`config.mk`:
```
export PLATFORM = sky130hd
export DESIGN_NAME = gpio_ctrl
export DESIGN_NICKNAME = d
export VERILOG_FILES = /design/src/rtl/gpio_ctrl.sv
export SDC_FILE = /design/constraint.sdc
export NUM_CORES = 1
export LEC_CHECK = 0
export BUFFER_PORTS_ARGS = -buffer_cell sky130_fd_sc_hd__buf_4
export CORE_AREA = 3 3 95 115
export CTS_CLUSTER_DIAMETER = 50
export DETAILED_ROUTE_END_ITERATION = 10
export DIE_AREA = 0 0 98 118
export PLACE_DENSITY_LB_ADDON = 0.08
export SYNTH_ARGS = -nofsm -noshare
export SYNTH_HDL_FRONTEND = slang
export SYNTH_SLANG_ARGS = --single-unit
```
`constraint.sdc`:
```
create_clock -name clk -period 3.1 [get_ports clk]
set_clock_uncertainty 0.1 [all_clocks]
set_input_delay 0.62 -clock clk [delete_from_list [all_inputs] [get_ports clk]]
set_output_delay 0.62 -clock clk [all_outputs]
set_load 0.02 [all_outputs]
```
`src/rtl/gpio_ctrl.sv`:
```
`default_nettype none
// ----------------------------------------------------------------------------
// gpio_ctrl : two-bank GPIO with rising-edge interrupt status
// Revision  : 1.0
// ----------------------------------------------------------------------------
module gpio_ctrl #(
  parameter int B1_BW = 8,
  parameter int B0_BW = 8
) (
  input  logic             clk,
  input  logic             rst_n,
  input  logic             req_i,
  input  logic             we_i,
  input  logic [3:0]       addr_i,
  input  logic [7:0]       wdata_i,
  output logic [7:0]       rdata_o,
  output logic             ack_o,
  output logic [B1_BW-1:0] b1_data_o,
  output logic [B1_BW-1:0] b1_oe_o,
  input  logic [B1_BW-1:0] b1_data_i,
  output logic [B0_BW-1:0] b0_data_o,
  output logic [B0_BW-1:0] b0_oe_o,
  input  logic [B0_BW-1:0] b0_data_i,
  output logic             irq_o
);

  logic [B0_BW-1:0] out0, dir0, ie0, is0, sync_a0, sync_b0, hist0;
  logic [B1_BW-1:0] out1, dir1, ie1, is1, sync_a1, sync_b1, hist1;
  logic [B0_BW-1:0] rise0, clr0;
  logic [B1_BW-1:0] rise1, clr1;
  logic [1:0]       warm;
  logic             edge_en;
  logic             wr;
  logic [7:0]       rd_mux;

  assign b0_data_o = out0;
  assign b0_oe_o   = dir0;
  assign b1_data_o = out1;
  assign b1_oe_o   = dir1;

  // History only holds a genuine post-reset pad sample once warm saturates.
  assign edge_en = (warm == 2'd3);
  assign rise0   = edge_en ? (sync_b0 & ~hist0) : '0;
  assign rise1   = edge_en ? (sync_b1 & ~hist1) : '0;
  assign wr      = req_i & we_i;
  assign clr0    = (wr && addr_i == 4'h8) ? wdata_i[B0_BW-1:0] : '0;
  assign clr1    = (wr && addr_i == 4'h9) ? wdata_i[B1_BW-1:0] : '0;

  always_comb begin
    rd_mux = 8'h00;
    case (addr_i)
      4'h0: rd_mux[B0_BW-1:0] = out0;
      4'h1: rd_mux[B1_BW-1:0] = out1;
      4'h2: rd_mux[B0_BW-1:0] = dir0;
      4'h3: rd_mux[B1_BW-1:0] = dir1;
      4'h4: rd_mux[B0_BW-1:0] = sync_b0;
      4'h5: rd_mux[B1_BW-1:0] = sync_b1;
      4'h6: rd_mux[B0_BW-1:0] = ie0;
      4'h7: rd_mux[B1_BW-1:0] = ie1;
      4'h8: rd_mux[B0_BW-1:0] = is0;
      4'h9: rd_mux[B1_BW-1:0] = is1;
      default: rd_mux = 8'h00;
    endcase
  end

  always_ff @(posedge clk) begin
    if (!rst_n) begin
      out0    <= '0;
      dir0    <= '0;
      ie0     <= '0;
      is0     <= '0;
      sync_a0 <= '0;
      sync_b0 <= '0;
      hist0   <= '0;
      out1    <= '0;
      dir1    <= '0;
      ie1     <= '0;
      is1     <= '0;
      sync_a1 <= '0;
      sync_b1 <= '0;
      hist1   <= '0;
      warm    <= 2'd0;
      ack_o   <= 1'b0;
      rdata_o <= 8'h00;
      irq_o   <= 1'b0;
    end else begin
      ack_o   <= req_i;
      rdata_o <= (req_i && !we_i) ? rd_mux : 8'h00;
      sync_a0 <= b0_data_i;
      sync_b0 <= sync_a0;
      hist0   <= sync_b0;
      sync_a1 <= b1_data_i;
      sync_b1 <= sync_a1;
      hist1   <= sync_b1;
      if (warm != 2'd3) warm <= warm + 2'd1;
      if (wr) begin
        case (addr_i)
          4'h0: out0 <= wdata_i[B0_BW-1:0];
          4'h1: out1 <= wdata_i[B1_BW-1:0];
          4'h2: dir0 <= wdata_i[B0_BW-1:0];
          4'h3: dir1 <= wdata_i[B1_BW-1:0];
          4'h6: ie0  <= wdata_i[B0_BW-1:0];
          4'h7: ie1  <= wdata_i[B1_BW-1:0];
          default: ;
        endcase
      end
      // A fresh edge overrides a same-cycle clear of that bit.
      is0   <= (is0 & ~clr0) | rise0;
      is1   <= (is1 & ~clr1) | rise1;
      irq_o <= (|(is0 & ie0)) | (|(is1 & ie1));
    end
  end

endmodule
`default_nettype wire

```
==> key figures <==
Route
  – WL per Instance: approximately 17 um
  – Vias: 3838
  – DRC viols: 0
  – Post-route ant nets: 0
  – Via/cell ratio: ~5.4
  – DRT iter0 DRCs: approximately 250
  – WL final: about 12 mm
  – TritonRoute pass-1 iters: 5

Place
  – Post-DP HPWL: approximately 8.4 mm
  – Port Buffers: 73
  – Gpl congestion: roughly 0.8
  – Placed Cells: 676

Setup path
  – WS Path Type: in2reg
  – Arr. time, crit path: approximately 2300 ps
  – R2R Path Start: warm[0]
  – Worst path slowest cell: and3_1
  – Critical-path maximum fanout: 25
  – Worst Setup End Kind: flop
  – Most common cell on crit path: buf_4
  – CP startpoint: addr_i[2]
  – Critical path cell sequence: buf_4 -> nor4bb_2 -> buf_4 -> and3_1 -> mux2i_1 -> nor2b_1
  – Crit start category: primary input
  – WP data required: around 3300 ps
  – CP max stage delay: between 500 and 600 ps
  – Worst path bufs/invs: 2
  – Critical path's top delay family: simple AND/OR/NAND/NOR gates

Yosys
  – Synth cell types: approximately 50
  – Sequential area share after synthesis: 0.490
  – Avg Inst Size Synth: between 10 and 15 um2
  – Mapped Nets: about 540
  – Syn Inst Count: 504
  – Mapped Area: 5070 um2
  – Post-synth EDFFs: 0
  – Asr flop ratio synth: 0
  – Yosys Warn Count: 0
  – Flops & latches, synth: roughly 120
  – Prevailing post-synth register cell: dfxtp_1

Global route
  – GRT Overall Usage: 0.215
  – Number of global-route vias before repair: a little under 4000
  – Overflow after GRT: 0
  – Largest net degree at the start of global routing: 56
  – First-pass GRT wire length: just under 20 mm
  – Initial antenna violation count: 0

Timing
  – Setup TNS: 0 ps
  – Fin crit share: 0.667
  – Slew Limit Fails: 0
  – Fmax: just under 0.5 GHz
  – Final min period: approximately 2100 ps
  – Final setup viols: 0
  – Hold Fails Final Rpt: 0
  – Unrepaired setup endpoints after global routing: false
  – Slew HR: 0.477
  – Tightest Pin Transition: slightly below 800 ps

Power
  – Comb pwr share: 0.056
  – Sw Pwr: 832 uW
  – Sequential power share: 0.427
  – Clock network power share: 0.517
  – Int Power: a little over 3000 uW
  – Peak supply drop: 418 uV
  – Leak: ~0.0025 uW
  – Net Sw Frac: 0.214
  – Pwr/cell area: about 620 nW/um2

Floorplanning
  – IO Pins: between 70 and 80
  – Chip height: between 100 and 150 um
  – Cell row count: 40
  – Core area: around 10000 um2
  – Initial core utilization: 0.509
  – Die Wd: 98 um
  – Die footprint: around 12000 um2

Clock tree
  – Clk root buf: clkbuf_16
  – Total CTS buffers: 17
  – Clk sinks: roughly 120
  – Postcts setup bufs: 0
  – CTS H-Tree Depth: 4
  – Cts repair resizes: 0
  – Clk buf depth: 2
  – CTS tree: built
  – Cts hold-fix bufs: 0
  – Clk_lat worst skew: 410 ps
  – Reg clk slew, reported paths: around 50 ps

Finish
  – Most common cell after layout, fill and taps aside: dfxtp_1
  – Commonest non-fill, non-tap cells in the layout: 124 x dfxtp_1, 76 x buf_4, 51 x and2_1, 42 x nand2_1, 42 x mux2i_1
  – # diodes: 0
  – Layout area overhead: 23.5%
  – Finished Layout Cells: 707
  – Nets: approximately 600
  – Final Core Density: 0.629
  – Share of layout cells above drive strength 1: 0.208

Outcome
  – Outcome: finished clean

Job
  – Maxcap violations: 0

Worst hold path
  – Hold Crit Start: b1_data_i[7]
  – Min-Delay Path Class: in2reg
==> flip-flops by register name, summed over array words and instances (netlist names), 8 cells and up <==
signal and count:
sync_a1 8, sync_a0 8, is0 8, is1 8, b1_data_o 8, hist1 8, sync_b1 8, sync_b0 8
hist0 8, ie1 8, b0_data_o 8, b1_oe_o 8, b0_oe_o 8, rdata_o 8, ie0 8
==> per-stage QoR <==
stage	setup WS, ps	hold WS, ps	cell area (um2)	power [uW]
2_1_floorplan	1190	312	5070	1830
3_3_place_gp	678	315	5650	1900
3_5_place_dp	606	317	5650	1910
4_1_cts	1040	300	6260	3910
5_1_grt	947	311	6260	4010
6_report	1030	312	6260	3880
==> power groups by stage <==
stage          clock, uW  combinational, uW  sequential, uW
6_report            2010                217            1660
5_1_grt             2100                242            1660
4_1_cts             2030                217            1660
3_5_place_dp           0                217            1690
3_3_place_gp           0                212            1690
2_1_floorplan          0                138            1690
==> area by class of cell <==
class	count	area, um2
inverters	3	11.3
multi-input cells	347	2430
flip-flops and latches	124	2480
repair buffers	76	571
clock buffers	21	470
fillers	843	3700
well taps	126	158
clock inverters	10	140
==> cell usage after synthesis (all sizes together), types with 2 or more instances <==
cell    number  area [um2]
and2        51         319
and2b        3        22.5
mux2        11         124
nand2b       3        26.3
a31oi        4        25.0
a21boi      32         240
dfxtp      124        2480
nor2        22        85.1
o21a        17         128
a22o        14         123
clkbuf      16        60.1
mux2i       42         420
a22oi        6        45.0
a221oi       3        26.3
buf         14        87.6
nand2       42         158
o21ai        2        10.0
nand3b       3        22.5
inv          3        11.3
a222oi       4        40.0
a311oi       3        26.3
a32oi        4        35.0
nor2b       36         225
a21oi        3        15.0
nor4         3        33.8
nand3       19        95.1
nor3         7        57.6
==> layer usage <==
layer	GRT usage	vias up	share of wire
li1	-	1898	-
met2	0.338	128	0.47
met5	0	-	0
met1	0.271	1785	0.45
met3	0.0528	27	0.056
met4	0.112	0	0.030
==> path summary, 6_finish.rpt <==
check | to | slack, ps | cells after the start
setup / recovery | b1_oe_o[2] | 1030 | 6
setup reg to reg | warm[1] | 1650 | 3
hold / removal | sync_a1[7] | 310 | 2
hold reg to reg | sync_b1[1] | 330 | 1
==> kinds of logic (layout without fill, tap and decap cells) <==
logic type | after synthesis | count (layout) | share of synthesized area
adders and majority gates | 1 | 1 | 0.00247
xor gates and xnor gates | 1 | 1 | 0.00173
DFF | 124 | 124 | 0.490
AOI/OAI and AO/OA | 97 | 97 | 0.149
buffers and inverters | 33 | 110 | 0.0313
and+or+nand+nor | 195 | 195 | 0.218
muxes | 53 | 53 | 0.107
Power figures use the tool's default switching activity.
